File: src/rtl/spi_responder.sv
// spi_responder: SPI mode-0 target for 16-bit {R/nW, addr[6:0], data[7:0]} frames backed by a register file
// Ports:
//   i_clock, i_reset_n       system clock, asynchronous active-low reset
//   SCLK, CS, MOSI, MISO     SPI pins (SCLK <= i_clock/8, CS active-low, MSB first)
//   o_reg_wr_en              one-cycle pulse when a write lands in the register file
//   o_reg_addr, o_reg_wdata  address / write data of the last committed frame
//   o_frame_done             one-cycle pulse per valid 16-bit frame
//   o_frame_error            one-cycle pulse per aborted or overlong frame
//   i_rd_addr, o_rd_data     local read port, 1-cycle registered latency
module spi_responder #(
  parameter int         NUM_REGS     = 16,
  parameter logic [6:0] WHOAMI_ADDR  = 7'h78,
  parameter logic [7:0] WHOAMI_VALUE = 8'hA5
) (
  input  logic       i_clock,
  input  logic       i_reset_n,
  input  logic       SCLK,
  input  logic       CS,
  input  logic       MOSI,
  output logic       MISO,
  output logic       o_reg_wr_en,
  output logic [6:0] o_reg_addr,
  output logic [7:0] o_reg_wdata,
  output logic       o_frame_done,
  output logic       o_frame_error,
  input  logic [6:0] i_rd_addr,
  output logic [7:0] o_rd_data
);
  localparam int         AW = (NUM_REGS > 1) ? $clog2(NUM_REGS) : 1;
  localparam logic [7:0] NR = 8'(NUM_REGS);

  typedef enum logic [1:0] {IDLE_WAIT, IDLE, ADDR, DATA} state_t;

  state_t     r_state, w_next;
  logic [2:0] r_sclk_s, r_cs_s;
  logic [1:0] r_mosi_s;
  logic [4:0] r_cnt;
  logic [7:0] r_shift, r_tx;
  logic       r_rnw;
  logic [6:0] r_addr;
  logic [7:0] r_regs [NUM_REGS];

  logic       w_sclk_rise, w_sclk_fall, w_cs_rise, w_cs_fall, w_in_frame;
  logic       w_commit, w_commit_ok, w_commit_wr;
  logic [6:0] w_frame_addr;

  function automatic logic [7:0] f_lookup(input logic [6:0] a);
    return ({1'b0, a} < NR) ? r_regs[a[AW-1:0]] : (a == WHOAMI_ADDR) ? WHOAMI_VALUE : 8'h00;
  endfunction

  // stage [1] is the synchronised level, stage [2] the delayed copy for edge detection
  always_ff @(posedge i_clock or negedge i_reset_n)
    if (!i_reset_n) begin
      r_sclk_s <= '0;
      r_cs_s   <= '0;
      r_mosi_s <= '0;
    end else begin
      r_sclk_s <= {r_sclk_s[1:0], SCLK};
      r_cs_s   <= {r_cs_s[1:0], CS};
      r_mosi_s <= {r_mosi_s[0], MOSI};
    end

  // SCLK activity only counts while the synchronised CS is low
  assign w_sclk_rise  = r_sclk_s[1] & ~r_sclk_s[2] & ~r_cs_s[1];
  assign w_sclk_fall  = ~r_sclk_s[1] & r_sclk_s[2] & ~r_cs_s[1];
  assign w_cs_rise    = r_cs_s[1] & ~r_cs_s[2];
  assign w_cs_fall    = ~r_cs_s[1] & r_cs_s[2];
  assign w_in_frame   = (r_state == ADDR) | (r_state == DATA);
  assign w_frame_addr = {r_shift[5:0], r_mosi_s[1]};
  assign w_commit     = w_in_frame & w_cs_rise;
  assign w_commit_ok  = w_commit & (r_cnt == 5'd16);
  assign w_commit_wr  = w_commit_ok & ~r_rnw & ({1'b0, r_addr} < NR);

  always_ff @(posedge i_clock or negedge i_reset_n)
    if (!i_reset_n) r_state <= IDLE_WAIT;
    else            r_state <= w_next;

  // IDLE_WAIT only exits once CS is seen high, so a frame already running at reset release is dropped
  always_comb begin
    w_next = r_state;
    case (r_state)
      IDLE_WAIT: w_next = r_cs_s[1] ? IDLE : IDLE_WAIT;
      IDLE:      w_next = w_cs_fall ? ADDR : IDLE;
      ADDR:      w_next = w_cs_rise ? IDLE : (w_sclk_rise && r_cnt == 5'd7) ? DATA : ADDR;
      DATA:      w_next = w_cs_rise ? IDLE : DATA;
      default:   w_next = IDLE_WAIT;
    endcase
  end

  always_ff @(posedge i_clock or negedge i_reset_n)
    if (!i_reset_n) begin
      for (int i = 0; i < NUM_REGS; i++) r_regs[i] <= '0;
    end else if (w_commit_wr) begin
      r_regs[r_addr[AW-1:0]] <= r_shift;
    end

  always_ff @(posedge i_clock or negedge i_reset_n)
    if (!i_reset_n) begin
      r_cnt         <= '0;
      r_shift       <= '0;
      r_tx          <= '0;
      r_rnw         <= 1'b0;
      r_addr        <= '0;
      o_reg_wr_en   <= 1'b0;
      o_frame_done  <= 1'b0;
      o_frame_error <= 1'b0;
      o_reg_addr    <= '0;
      o_reg_wdata   <= '0;
      o_rd_data     <= '0;
    end else begin
      o_reg_wr_en   <= w_commit_wr;
      o_frame_done  <= w_commit_ok;
      o_frame_error <= w_commit & (r_cnt != 5'd16);
      o_rd_data     <= f_lookup(i_rd_addr);
      if (w_commit_ok) o_reg_addr <= r_addr;
      if (w_commit_ok && !r_rnw) o_reg_wdata <= r_shift;
      // a CS fall wins over a coincident SCLK edge: that edge is not counted
      if (r_state == IDLE && w_cs_fall) begin
        r_cnt   <= '0;
        r_shift <= '0;
        r_tx    <= '0;
      end else if (w_commit) begin
        r_tx <= '0;
      end else if (w_in_frame && w_sclk_rise) begin
        r_shift <= {r_shift[6:0], r_mosi_s[1]};
        r_cnt   <= (r_cnt == 5'd17) ? r_cnt : r_cnt + 5'd1;
        if (r_state == ADDR && r_cnt == 5'd7) begin
          r_rnw  <= r_shift[6];
          r_addr <= w_frame_addr;
          r_tx   <= r_shift[6] ? f_lookup(w_frame_addr) : 8'h00;
        end
      end else if (r_state == DATA && w_sclk_fall && r_cnt != 5'd8) begin
        // the fall right after the 8th rise keeps the MSB so it is valid at the 9th rise
        r_tx <= {r_tx[6:0], 1'b0};
      end
    end

  assign MISO = (r_state == DATA) & r_rnw & ~CS & r_tx[7];
endmodule
File: config.mk
export PLATFORM = sky130hd
export DESIGN_NAME = spi_responder
export DESIGN_NICKNAME = d
export VERILOG_FILES = /design/src/rtl/spi_responder.sv
export SDC_FILE = /design/constraint.sdc
export NUM_CORES = 1
export LEC_CHECK = 0
export BUFFER_PORTS_ARGS = -buffer_cell sky130_fd_sc_hd__buf_4
export CAP_MARGIN = 10
export CORE_AREA = 2 2 150 152
export DETAILED_ROUTE_END_ITERATION = 10
export DIE_AREA = 0 0 152 154
export GPL_ROUTABILITY_DRIVEN = 0
export SETUP_SLACK_MARGIN = 0.02
export SLEW_MARGIN = 5
export SYNTH_ARGS = -nofsm -noshare
export SYNTH_HDL_FRONTEND = slang
export SYNTH_SLANG_ARGS = --single-unit
export TNS_END_PERCENT = 20
File: constraint.sdc
create_clock -name i_clock -period 4.1 [get_ports i_clock]
set_input_delay 0.41 -clock i_clock [delete_from_list [all_inputs] [get_ports i_clock]]
set_output_delay 0.41 -clock i_clock [all_outputs]
set_load 0.1 [all_outputs]
* Word-level counts from Yosys, hierarchy flattened
Cells that the tools add are included.
** Operators by class
- Reduce and logical (&&, ||, !) cells :: 16
- Add/sub/neg operators :: 1
- Order comparisons :: 7
- Equal/unequal tests :: 13
- Muxes and demuxes :: 32
- Bitwise operators :: 26
** Operator list (count)
- $mux W8 :: 18
- $bwmux W128 :: 1
- $bmux W8 S4 :: 2
- $demux W8 S4 :: 1
- $lt A7 B5 Y1 const B :: 3
- $mux W5 :: 4
- $ge A5 B5 Y1 const B :: 3
- $not A4 Y5 :: 3
- $and A1 B1 Y1 :: 14
- $eq A7 B7 Y1 const B :: 2
- $eq A5 B5 Y1 const B :: 2
- $logic_and A1 B1 Y1 :: 8
- $not A1 Y1 :: 8
- $pmux W2 S4 :: 1
- $mux W2 :: 3
- $add A5 B1 Y5 const B :: 1
- $eq A5 B3 Y1 const B :: 1
- $lt A5 B1 Y1 const B :: 1
- $ne A5 B4 Y1 const B :: 1
- $ne A5 B5 Y1 const B :: 1
- $eq A2 B2 Y1 const B :: 2
- $ne A4 B3 Y1 const B :: 1
- $reduce_and A2 Y1 :: 2
- $reduce_and A4 Y1 :: 1
- 10 further kinds :: 11
** Storage, ports and cells
- Word-level logic and storage cells :: 126
- Input port bits :: 12
- Output and inout port bits :: 27
- Bits in registers :: 193

* Logic depth before layout (Yosys ltp)
Gate-level depths: netlist (run 1).
- Word-level depth :: 10
- Depth in mapped cells :: 8
- Gate-level depth less buffers :: 7

* Worst setup path after synthesis (run 1)
No wires, ideal clock.
- Path kind :: input to register
- Start :: input port i_rd_addr[0]
- End :: register o_rd_data[5]
- Slack :: 1.853 ns
- Setup time :: 0.126 ns
- Required time :: 3.974 ns
- Stages on the path :: 7
- Arrival :: 2.120 ns
- Path through :: buf_2 -> buf_2 -> buf_2 -> mux4_2 -> mux2_2 -> nand3_1 -> nand3_1
** On the way
- Word-level cells in the longest chain between the ends :: 5
** Ends and longest elaborated chain
- from (decl) :: RTL line 26 : input logic [6:0] i_rd_addr,
- $not A4 Y5 (implied by the code) :: RTL line 48 : return ({1'b0, a} < NR) ? r_regs[a[AW-1:0]] : (a == WHOAMI_ADDR) ? WHOAMI_VALUE : 8'h00;
- $bmux W8 S4 :: RTL line 48
- $mux W8 (implied by the code) (2 in a row) :: RTL line 48
- $mux W8 (*) :: RTL line 48
- to (signal assigned) :: RTL line 114 : o_rd_data <= f_lookup(i_rd_addr);
- to (decl) :: RTL line 27 : output logic [7:0] o_rd_data
Every way passes the cells marked *; elsewhere a longest branch is shown, timed or not. The select of a mux whose other input is x is not followed.
A chain may end at the register's enable or synchronous reset.

* Worst setup path after layout (run 1)
- Start :: register r_state[1]
- End :: register r_regs[50] in the netlist's numbering
** On the way
- Word-level cells in the longest chain between the ends :: 6
** Ends and longest elaborated chain
- from (decl) :: RTL line 34 : state_t r_state, w_next;
- from (signal assigned) :: RTL line 76 : else r_state <= w_next;
- $eq A2 B2 Y1 :: RTL line 68 : assign w_in_frame = (r_state == ADDR) | (r_state == DATA);
- $or A1 B1 Y1 (*) :: RTL line 68
- $and A1 B1 Y1 (*) :: RTL line 70 : assign w_commit = w_in_frame & w_cs_rise;
- $and A1 B1 Y1 (*) :: RTL line 71 : assign w_commit_ok = w_commit & (r_cnt == 5'd16);
- $and A1 B1 Y1 (*) (2 in a row) :: RTL line 72 : assign w_commit_wr = w_commit_ok & ~r_rnw & ({1'b0, r_addr} < NR);
- to (signal, indexed assignment) :: RTL line 94 : r_regs[r_addr[AW-1:0]] <= r_shift;
- to (decl) :: RTL line 41 : logic [7:0] r_regs [NUM_REGS];
Every way passes the cells marked *; elsewhere a longest branch is shown, timed or not.

==> results of run 1 <==
[cell usage in the layout, fill, tap and decap left out, types with 2 or more instances in the layout]
cell,instances
a211oi_1,3
dfrtp_1,192
a2bb2oi_1,2
mux2_1,8
inv_1,6
ha_1,3
nor4_2,4
nand3_1,21
and2_1,7
nor3_1,8
or2_2,3
nor4_1,3
o22ai_1,7
nand4_1,7
nand3b_1,5
o31ai_1,3
xor2_1,3
a2111oi_0,2
or4_1,2
clkinv_2,3
a21oi_1,11
bufinv_16,3
nor2_1,13
nand4b_1,2
nand2b_1,6
nor2b_1,4
mux4_2,62
clkbuf_16,17
a31oi_1,4
nor4b_1,2
nand2_1,33
nor4_4,2
nor4bb_1,2
nor2_2,3
buf_4,52
mux2i_1,12
mux2_2,154
o21ai_0,21
inv_6,4
[kinds of logic (layout without fill, tap and decap cells)]
kind of cell,Yosys count,count (layout),share of synthesized area
compound gates,55,55,0.03395
xor+xnor,3,3,0.002732
fa+ha+maj,3,3,0.003903
buf+inv,60,91,0.02524
flops,193,193,0.5021
mux,236,236,0.3473
simple gates,136,136,0.08469
[registers in the layout (all words and copies together) (netlist names)]
signal	flops
o_frame_done	1
o_frame_error	1
o_rd_data	8
o_reg_addr	7
o_reg_wdata	8
o_reg_wr_en	1
r_addr	7
r_cnt	5
r_cs_s	3
r_mosi_s	2
r_regs	128
r_rnw	1
r_sclk_s	3
r_shift	8
r_state	2
r_tx	8
[critical path, cell delays in order (launching register included)]
cell and delay [ps]:
dfrtp_1 460, nand3b_1 510, nor4_2 1190, mux2_2 430
[final cells by class]
class / count / area [um^2] / share of cell area
sequential: 193 / 4831 / 0.4484
tap: 280 / 350.3 / 0.03252
clock inverter: 12 / 158.9 / 0.01475
clock buffer: 17 / 425.4 / 0.03949
multi-input combinational: 433 / 4561 / 0.4233
inverter: 7 / 26.28 / 0.002439
timing repair buffer: 55 / 420.4 / 0.03902
[cell usage after synthesis, drive strengths merged (2+ instances only)]
cell,count,area (um^2)
mux4,62,1396
a31oi,4,25.02
or3b,2,17.52
nand4,8,65.06
and2,7,43.79
a21oi,11,55.05
nor2,16,67.57
mux2i,12,120.1
o22ai,7,43.79
nor2b,4,25.02
or2,3,18.77
nand3,21,105.1
or4,2,15.01
a2bb2oi,2,17.52
clkbuf,37,140.1
mux2,162,1824
nand3b,5,37.54
a211oi,3,22.52
buf,16,76.32
nor4b,3,26.28
dfrtp,193,4830
nand4b,2,17.52
inv,6,22.52
a2111oi,2,17.52
nand2b,6,37.54
nand2,33,123.9
nor4,9,102.6
o31ai,3,22.52
nor4bb,2,20.02
nor3,10,66.32
o21ai,21,105.1
xor2,3,26.28
ha,3,37.54
[metrics by stage]
stage	utilization	cells	total power, mW	area, um^2
floorplan	-	686	2.232	9618
global placement	0.4683	965	2.353	10160
detailed placement	0.4692	966	2.367	10180
CTS	0.4961	995	4.066	10760
global route	0.4967	997	4.181	10770
finish	0.4967	997	4.035	10770
[report_power, final]
part | switching (mW) | internal [mW] | total (mW)
logic | 0.190 | 0.117 | 0.306
registers | 0.0878 | 1.94 | 2.03
clock network | 0.744 | 0.959 | 1.70
total | 1.02 | 3.01 | 4.04
[per-layer routing]
metal  vias to the layer above  share of wire  GRT usage  wire (um)
li1                       2617              -          -          -
met1                      3298           0.42     0.2930      10620
met2                       219           0.49     0.3582      12200
met3                        49          0.058    0.04820       1447
met4                         0          0.030    0.08100        754
met5                         -              0          0          0
[final timing paths]
path                                       start                endpoint  slack, ps  cells past startpoint
hold reg to reg            r_mosi_s[0]$_DFF_PN0_   r_mosi_s[1]$_DFF_PN0_        350                      0
hold / removal                         i_reset_n   r_addr[4]$_DFFE_PN0P_         80                      1
min in group i_clock                        MOSI   r_mosi_s[0]$_DFF_PN0_         80                      1
setup / recovery            r_state[1]$_DFF_PN0_  r_regs[50]$_DFFE_PN0P_       1380                      3
max in group asynchronous              i_reset_n  r_regs[69]$_DFFE_PN0P_       3020                      2
setup reg to reg            r_state[1]$_DFF_PN0_  r_regs[50]$_DFFE_PN0P_       1380                      3
==> report_table.html, run 1 <==
<table>
<tr><th>Metric</th><th>Value</th></tr>
<tr><th colspan="2">Timing</th></tr>
<tr><td>Highest clock rate</td><td>367.8 MHz</td></tr>
<tr><td>Final hold vios</td><td>0</td></tr>
<tr><td>Clock skew</td><td>8.146 ps</td></tr>
<tr><td>Aggregate negative setup slack</td><td>0 ps</td></tr>
<tr><td>RSZ-0062 raised after global routing</td><td>no</td></tr>
<tr><td>Worst slew pin tran</td><td>1211 ps</td></tr>
<tr><td>Minimum clock period</td><td>2719 ps</td></tr>
<tr><td>Slew margin rel.</td><td>0.1858</td></tr>
<tr><td>Minimum hold slack</td><td>80.59 ps</td></tr>
<tr><td>Number of setup violations in the final report</td><td>0</td></tr>
<tr><td>Share of the cycle needed by the critical path after routing</td><td>0.6631</td></tr>
<tr><td>Total count of max-transition violations in the final report</td><td>0</td></tr>
<tr><td>Setup WS post-layout</td><td>1381 ps</td></tr>
<tr><th colspan="2">Synth</th></tr>
<tr><td>Post-synthesis register bit count</td><td>193</td></tr>
<tr><td>Number of enable flip-flop cells after synthesis</td><td>0</td></tr>
<tr><td>Post-Syn Instances</td><td>686</td></tr>
<tr><td>Share of async-settable or async-resettable flops after synthesis</td><td>1.000</td></tr>
<tr><td>Total nets after synthesis</td><td>701</td></tr>
<tr><td>Count of different cell masters after synthesis</td><td>49</td></tr>
<tr><td>Count of yosys warnings during synthesis</td><td>0</td></tr>
<tr><td>Register area share after synthesis</td><td>0.5021</td></tr>
<tr><td>Mean area per synthesized cell</td><td>14.02 um^2</td></tr>
<tr><td>Cell area after synthesis</td><td>0.009618 mm^2</td></tr>
<tr><td>Most used flip-flop cell after synthesis</td><td>dfrtp_1</td></tr>
<tr><th colspan="2">Finish</th></tr>
<tr><td>Diodes inserted</td><td>0</td></tr>
<tr><td>Filler instances</td><td>1841</td></tr>
<tr><td>Fin nets</td><td>722</td></tr>
<tr><td>Layout cell share with drive strength beyond 1</td><td>0.4435</td></tr>
<tr><td>Layout overhead on the synthesized area</td><td>12.01%</td></tr>
<tr><th colspan="2">GRT</th></tr>
<tr><td>Pin count of the biggest net entering global routing</td><td>109</td></tr>
<tr><td>Overall overflow remaining after global route</td><td>0</td></tr>
<tr><td>Global-route usage over all layers</td><td>0.2204</td></tr>
<tr><td>Via count of the first global-routing pass</td><td>6495</td></tr>
<tr><td>First-pass GRT wire length</td><td>39.16 mm</td></tr>
<tr><td>Antenna violations before repair</td><td>0</td></tr>
<tr><th colspan="2">Critical path</th></tr>
<tr><td>Data required time of the worst path</td><td>4410 ps</td></tr>
<tr><td>Crit-path max FO</td><td>11</td></tr>
<tr><td>Classification of the worst setup path</td><td>flop to flop</td></tr>
<tr><td>Nature of the critical path startpoint</td><td>flop</td></tr>
<tr><td>Crit path capture type</td><td>flop</td></tr>
<tr><td>Arrival time at the worst endpoint</td><td>3030 ps</td></tr>
<tr><th colspan="2">Drt</th></tr>
<tr><td>Total Routed Length</td><td>25.02 mm</td></tr>
<tr><td># DRC</td><td>0</td></tr>
<tr><td>Number of DRC markers after the initial detailed-route iteration</td><td>539</td></tr>
<tr><td>Detailed-route via count</td><td>6183</td></tr>
<tr><td>Count of TritonRoute iterations in the first routing pass</td><td>5</td></tr>
<tr><td>Average wire per cell in the routed design</td><td>25.10 um</td></tr>
<tr><td>Routed via count divided by cell count</td><td>6.202</td></tr>
<tr><td>Residual antenna-violating net count after detailed routing</td><td>0</td></tr>
<tr><th colspan="2">Clock network</th></tr>
<tr><td>Clock edge transition at the registers on the reported setup and hold paths</td><td>70 ps</td></tr>
<tr><td>Bufs on Longest Clock Path</td><td>2</td></tr>
<tr><td># Post-CTS Setup Buffers</td><td>0</td></tr>
<tr><td>TritonCTS clock tree</td><td>done</td></tr>
<tr><td>Cts hold-fix bufs</td><td>0</td></tr>
<tr><td>Root buffer cell</td><td>clkbuf_16</td></tr>
<tr><td>Num Clock Sinks</td><td>193</td></tr>
<tr><td>Number of buffers inserted during clock tree synthesis</td><td>17</td></tr>
<tr><td>Later-pin clock latency in the skew report</td><td>430 ps</td></tr>
<tr><td>H-tree depth</td><td>4</td></tr>
<tr><td>Count of instances resized after the clock tree is built</td><td>0</td></tr>
<tr><th colspan="2">Place</th></tr>
<tr><td>Worst slack, placed</td><td>1293 ps</td></tr>
<tr><td>Post-DP HPWL</td><td>16.32 mm</td></tr>
<tr><td>Port-buffer cells</td><td>38</td></tr>
<tr><th colspan="2">Pwr</th></tr>
<tr><td>Pwr/cell area</td><td>374.6 mW/mm^2</td></tr>
<tr><td>Lkg Pwr</td><td>4.906 nW</td></tr>
<tr><td>VDD IR-drop max</td><td>237.5 uV</td></tr>
<tr><th colspan="2">Flow run</th></tr>
<tr><td>Number of max-capacitance violations reported</td><td>0</td></tr>
<tr><th colspan="2">Die</th></tr>
<tr><td>Total die area</td><td>0.02341 mm^2</td></tr>
<tr><td>Die Width</td><td>152 um</td></tr>
<tr><td>Row Count</td><td>54</td></tr>
<tr><td>Height of the chip</td><td>154 um</td></tr>
<tr><td>Total I/O pin count</td><td>39</td></tr>
<tr><td>Starting Density</td><td>0.4435</td></tr>
<tr><td>Standard cell core area</td><td>0.02169 mm^2</td></tr>
<tr><th colspan="2">Status</th></tr>
<tr><td>Outcome</td><td>completed</td></tr>
<tr><th colspan="2">Min path</th></tr>
<tr><td>Class of the tightest hold or removal check</td><td>input pin to asynchronous set/reset pin</td></tr>
</table>
Power figures use the tool's default switching activity.
==> run 2: changes to the inputs <==
==> constraint.sdc (replaced) <==
create_clock -name i_clock -period 2.5 [get_ports i_clock]
set_input_delay 0.25 -clock i_clock [delete_from_list [all_inputs] [get_ports i_clock]]
set_output_delay 0.25 -clock i_clock [all_outputs]
set_load 0.1 [all_outputs]
==> report_table.html, run 2 (synthesis results as in run 1) <==
<table>
<tr><th>Metric</th><th>Value</th></tr>
<tr><th colspan="2">Die</th></tr>
<tr><td>Standard cell core area</td><td>0.02169 mm^2 (unchanged)</td></tr>
<tr><td>Total die area</td><td>0.02341 mm^2 (unchanged)</td></tr>
<tr><td>Die Width</td><td>152 um (unchanged)</td></tr>
<tr><td>Starting Density</td><td>0.4435 (unchanged)</td></tr>
<tr><td>Total I/O pin count</td><td>39 (unchanged)</td></tr>
<tr><td>Height of the chip</td><td>154 um (unchanged)</td></tr>
<tr><td>Row Count</td><td>54 (unchanged)</td></tr>
<tr><th colspan="2">Timing</th></tr>
<tr><td>Aggregate negative setup slack</td><td>0 ps (unchanged)</td></tr>
<tr><td>Minimum clock period</td><td>2352 ps (-366.9 ps)</td></tr>
<tr><td>Minimum hold slack</td><td>182.6 ps (+102.0 ps)</td></tr>
<tr><td>Clock skew</td><td>8.946 ps (+0.8003 ps)</td></tr>
<tr><td>Number of setup violations in the final report</td><td>0 (unchanged)</td></tr>
<tr><td>RSZ-0062 raised after global routing</td><td>no</td></tr>
<tr><td>Slew margin rel.</td><td>0.5313 (+0.3455)</td></tr>
<tr><td>Worst slew pin tran</td><td>696.6 ps (-514.6 ps)</td></tr>
<tr><td>Total count of max-transition violations in the final report</td><td>0 (unchanged)</td></tr>
<tr><td>Final hold vios</td><td>0 (unchanged)</td></tr>
<tr><td>Share of the cycle needed by the critical path after routing</td><td>0.9407 (+0.2776)</td></tr>
<tr><td>Highest clock rate</td><td>425.2 MHz (+16%)</td></tr>
<tr><th colspan="2">Pwr</th></tr>
<tr><td>VDD IR-drop max</td><td>407.7 uV (+72%)</td></tr>
<tr><td>Lkg Pwr</td><td>5.101 nW (+4.0%)</td></tr>
<tr><td>Pwr/cell area</td><td>598.8 mW/mm^2 (+60%)</td></tr>
<tr><td>Post-layout power</td><td>6.648 mW (+65%)</td></tr>
<tr><th colspan="2">Critical path</th></tr>
<tr><td>Crit path capture type</td><td>flop</td></tr>
<tr><td>Crit-path max FO</td><td>18 (+7)</td></tr>
<tr><td>Arrival time at the worst endpoint</td><td>2670 ps (-360 ps)</td></tr>
<tr><td>Data required time of the worst path</td><td>2820 ps (-1590 ps)</td></tr>
<tr><td>Classification of the worst setup path</td><td>flop to flop</td></tr>
<tr><td>Nature of the critical path startpoint</td><td>flop</td></tr>
<tr><th colspan="2">Finish</th></tr>
<tr><td>Max FFs per register</td><td>128 (unchanged)</td></tr>
<tr><td>Diodes inserted</td><td>0 (unchanged)</td></tr>
<tr><td>Most frequent cells in the layout</td><td>dfrtp_1 (192), mux2_2 (154), buf_4 (85)</td></tr>
<tr><td>Top register by number of flip-flops</td><td>r_regs</td></tr>
<tr><td>Fin nets</td><td>760 (+5.3%)</td></tr>
<tr><td>Layout cell share with drive strength beyond 1</td><td>0.4683 (+0.02482)</td></tr>
<tr><td>Filler instances</td><td>1838 (-0.16%)</td></tr>
<tr><td>Commonest non-fill, non-tap cell in the layout</td><td>dfrtp_1</td></tr>
<tr><td>Layout overhead on the synthesized area</td><td>15.43%</td></tr>
<tr><th colspan="2">Status</th></tr>
<tr><td>Outcome</td><td>completed</td></tr>
<tr><th colspan="2">Drt</th></tr>
<tr><td>Routed via count divided by cell count</td><td>6.027 (-2.8%)</td></tr>
<tr><td># DRC</td><td>0 (unchanged)</td></tr>
<tr><td>Count of TritonRoute iterations in the first routing pass</td><td>6 (+1)</td></tr>
<tr><td>Detailed-route via count</td><td>6256 (+1.2%)</td></tr>
<tr><td>Total Routed Length</td><td>26.04 mm (+4.1%)</td></tr>
<tr><td>Number of DRC markers after the initial detailed-route iteration</td><td>515 (-4.5%)</td></tr>
<tr><td>Residual antenna-violating net count after detailed routing</td><td>0 (unchanged)</td></tr>
<tr><td>Average wire per cell in the routed design</td><td>25.09 um (about the same)</td></tr>
<tr><th colspan="2">Clock network</th></tr>
<tr><td>Num Clock Sinks</td><td>193 (unchanged)</td></tr>
<tr><td>Clock edge transition at the registers on the reported setup and hold paths</td><td>80 ps (about the same)</td></tr>
<tr><td>Root buffer cell</td><td>clkbuf_16</td></tr>
<tr><td>TritonCTS clock tree</td><td>done</td></tr>
<tr><td>Bufs on Longest Clock Path</td><td>2 (unchanged)</td></tr>
<tr><td>Later-pin clock latency in the skew report</td><td>440 ps (about the same)</td></tr>
<tr><td>Cts hold-fix bufs</td><td>4 (+4)</td></tr>
<tr><td># Post-CTS Setup Buffers</td><td>0 (unchanged)</td></tr>
<tr><td>H-tree depth</td><td>4 (unchanged)</td></tr>
<tr><td>Number of buffers inserted during clock tree synthesis</td><td>17 (unchanged)</td></tr>
<tr><td>Count of instances resized after the clock tree is built</td><td>0 (unchanged)</td></tr>
<tr><th colspan="2">GRT</th></tr>
<tr><td>Pin count of the biggest net entering global routing</td><td>60 (-45%)</td></tr>
<tr><td>Overall overflow remaining after global route</td><td>0 (unchanged)</td></tr>
<tr><td>Global-route usage over all layers</td><td>0.2299 (+0.009473)</td></tr>
<tr><td>Via count of the first global-routing pass</td><td>6808 (+4.8%)</td></tr>
<tr><td>First-pass GRT wire length</td><td>40.62 mm (+3.7%)</td></tr>
<tr><td>Antenna violations before repair</td><td>0 (unchanged)</td></tr>
<tr><th colspan="2">Place</th></tr>
<tr><td>Port-buffer cells</td><td>38 (unchanged)</td></tr>
<tr><td>Post-DP HPWL</td><td>17.05 mm (+4.5%)</td></tr>
<tr><th colspan="2">Flow run</th></tr>
<tr><td>Number of max-capacitance violations reported</td><td>0 (unchanged)</td></tr>
<tr><th colspan="2">Min path</th></tr>
<tr><td>Class of the tightest hold or removal check</td><td>input pin to flop</td></tr>
</table>
[run 2: final timing paths]
kind	start	end	slack [ps]	cells past startpoint
worst min-delay path	i_rd_addr[4]	o_rd_data[7]$_DFF_PN0_	180	4
max in group asynchronous	i_reset_n	r_regs[46]$_DFFE_PN0P_	1330	3
worst min register to register	r_sclk_s[0]$_DFF_PN0_	r_sclk_s[1]$_DFF_PN0_	350	0
worst max-delay path	r_shift[0]$_DFFE_PN0P_	r_tx[7]$_DFFE_PN0P_	150	7
min in group asynchronous	i_reset_n	o_reg_addr[5]$_DFFE_PN0N_	320	2
worst max register to register	r_shift[0]$_DFFE_PN0P_	r_tx[7]$_DFFE_PN0P_	150	7
[run 2: worst max-delay path, stage by stage, from the launching register on]
cell and delay [ps]:
dfrtp_2 760, buf_4 280, mux4_2 500, mux2i_1 200, o21ai_0 180, buf_4 200, nand2_1 60, a21oi_1 60
[run 2: layer usage]
metal	part of all wire	global-route usage
met2	0.48	0.3696
met5	0	0
met4	0.036	0.09123
met3	0.047	0.03890
met1	0.44	0.3140
[run 2: power breakdown]
group	switching [mW]	total [mW]	internal (mW)
logic	0.355	0.598	0.242
clock network	1.34	2.76	1.43
registers	0.108	3.29	3.18
total	1.80	6.65	4.85
[run 2: final cells by class]
class / instances / area, um^2 / share of cell area
flip-flops and latches: 193 / 4831 / 0.4351
multi-input cells: 433 / 4552 / 0.4100
repair buffers: 93 / 752.0 / 0.06773
clock buffers: 17 / 425.4 / 0.03832
well taps: 280 / 350.3 / 0.03156
clock inverters: 15 / 165.2 / 0.01488
inverters: 7 / 26.28 / 0.002367
[run 2: through the flow]
| step | utilization | instances | setup WS (ps) | instance area, um^2 |
|---|---|---|---|---|
| 4_1_cts | 0.5119 | 1038 | 151.6 | 11100 |
| 6_report | 0.5119 | 1038 | 148.2 | 11100 |
| 5_1_grt | 0.5119 | 1038 | 32.56 | 11100 |
| 3_3_place_gp | 0.4828 | 1002 | 170.7 | 10470 |
| 2_1_floorplan | - | 686 | 385.7 | 9618 |
| 3_5_place_dp | 0.4828 | 1002 | 146.3 | 10470 |
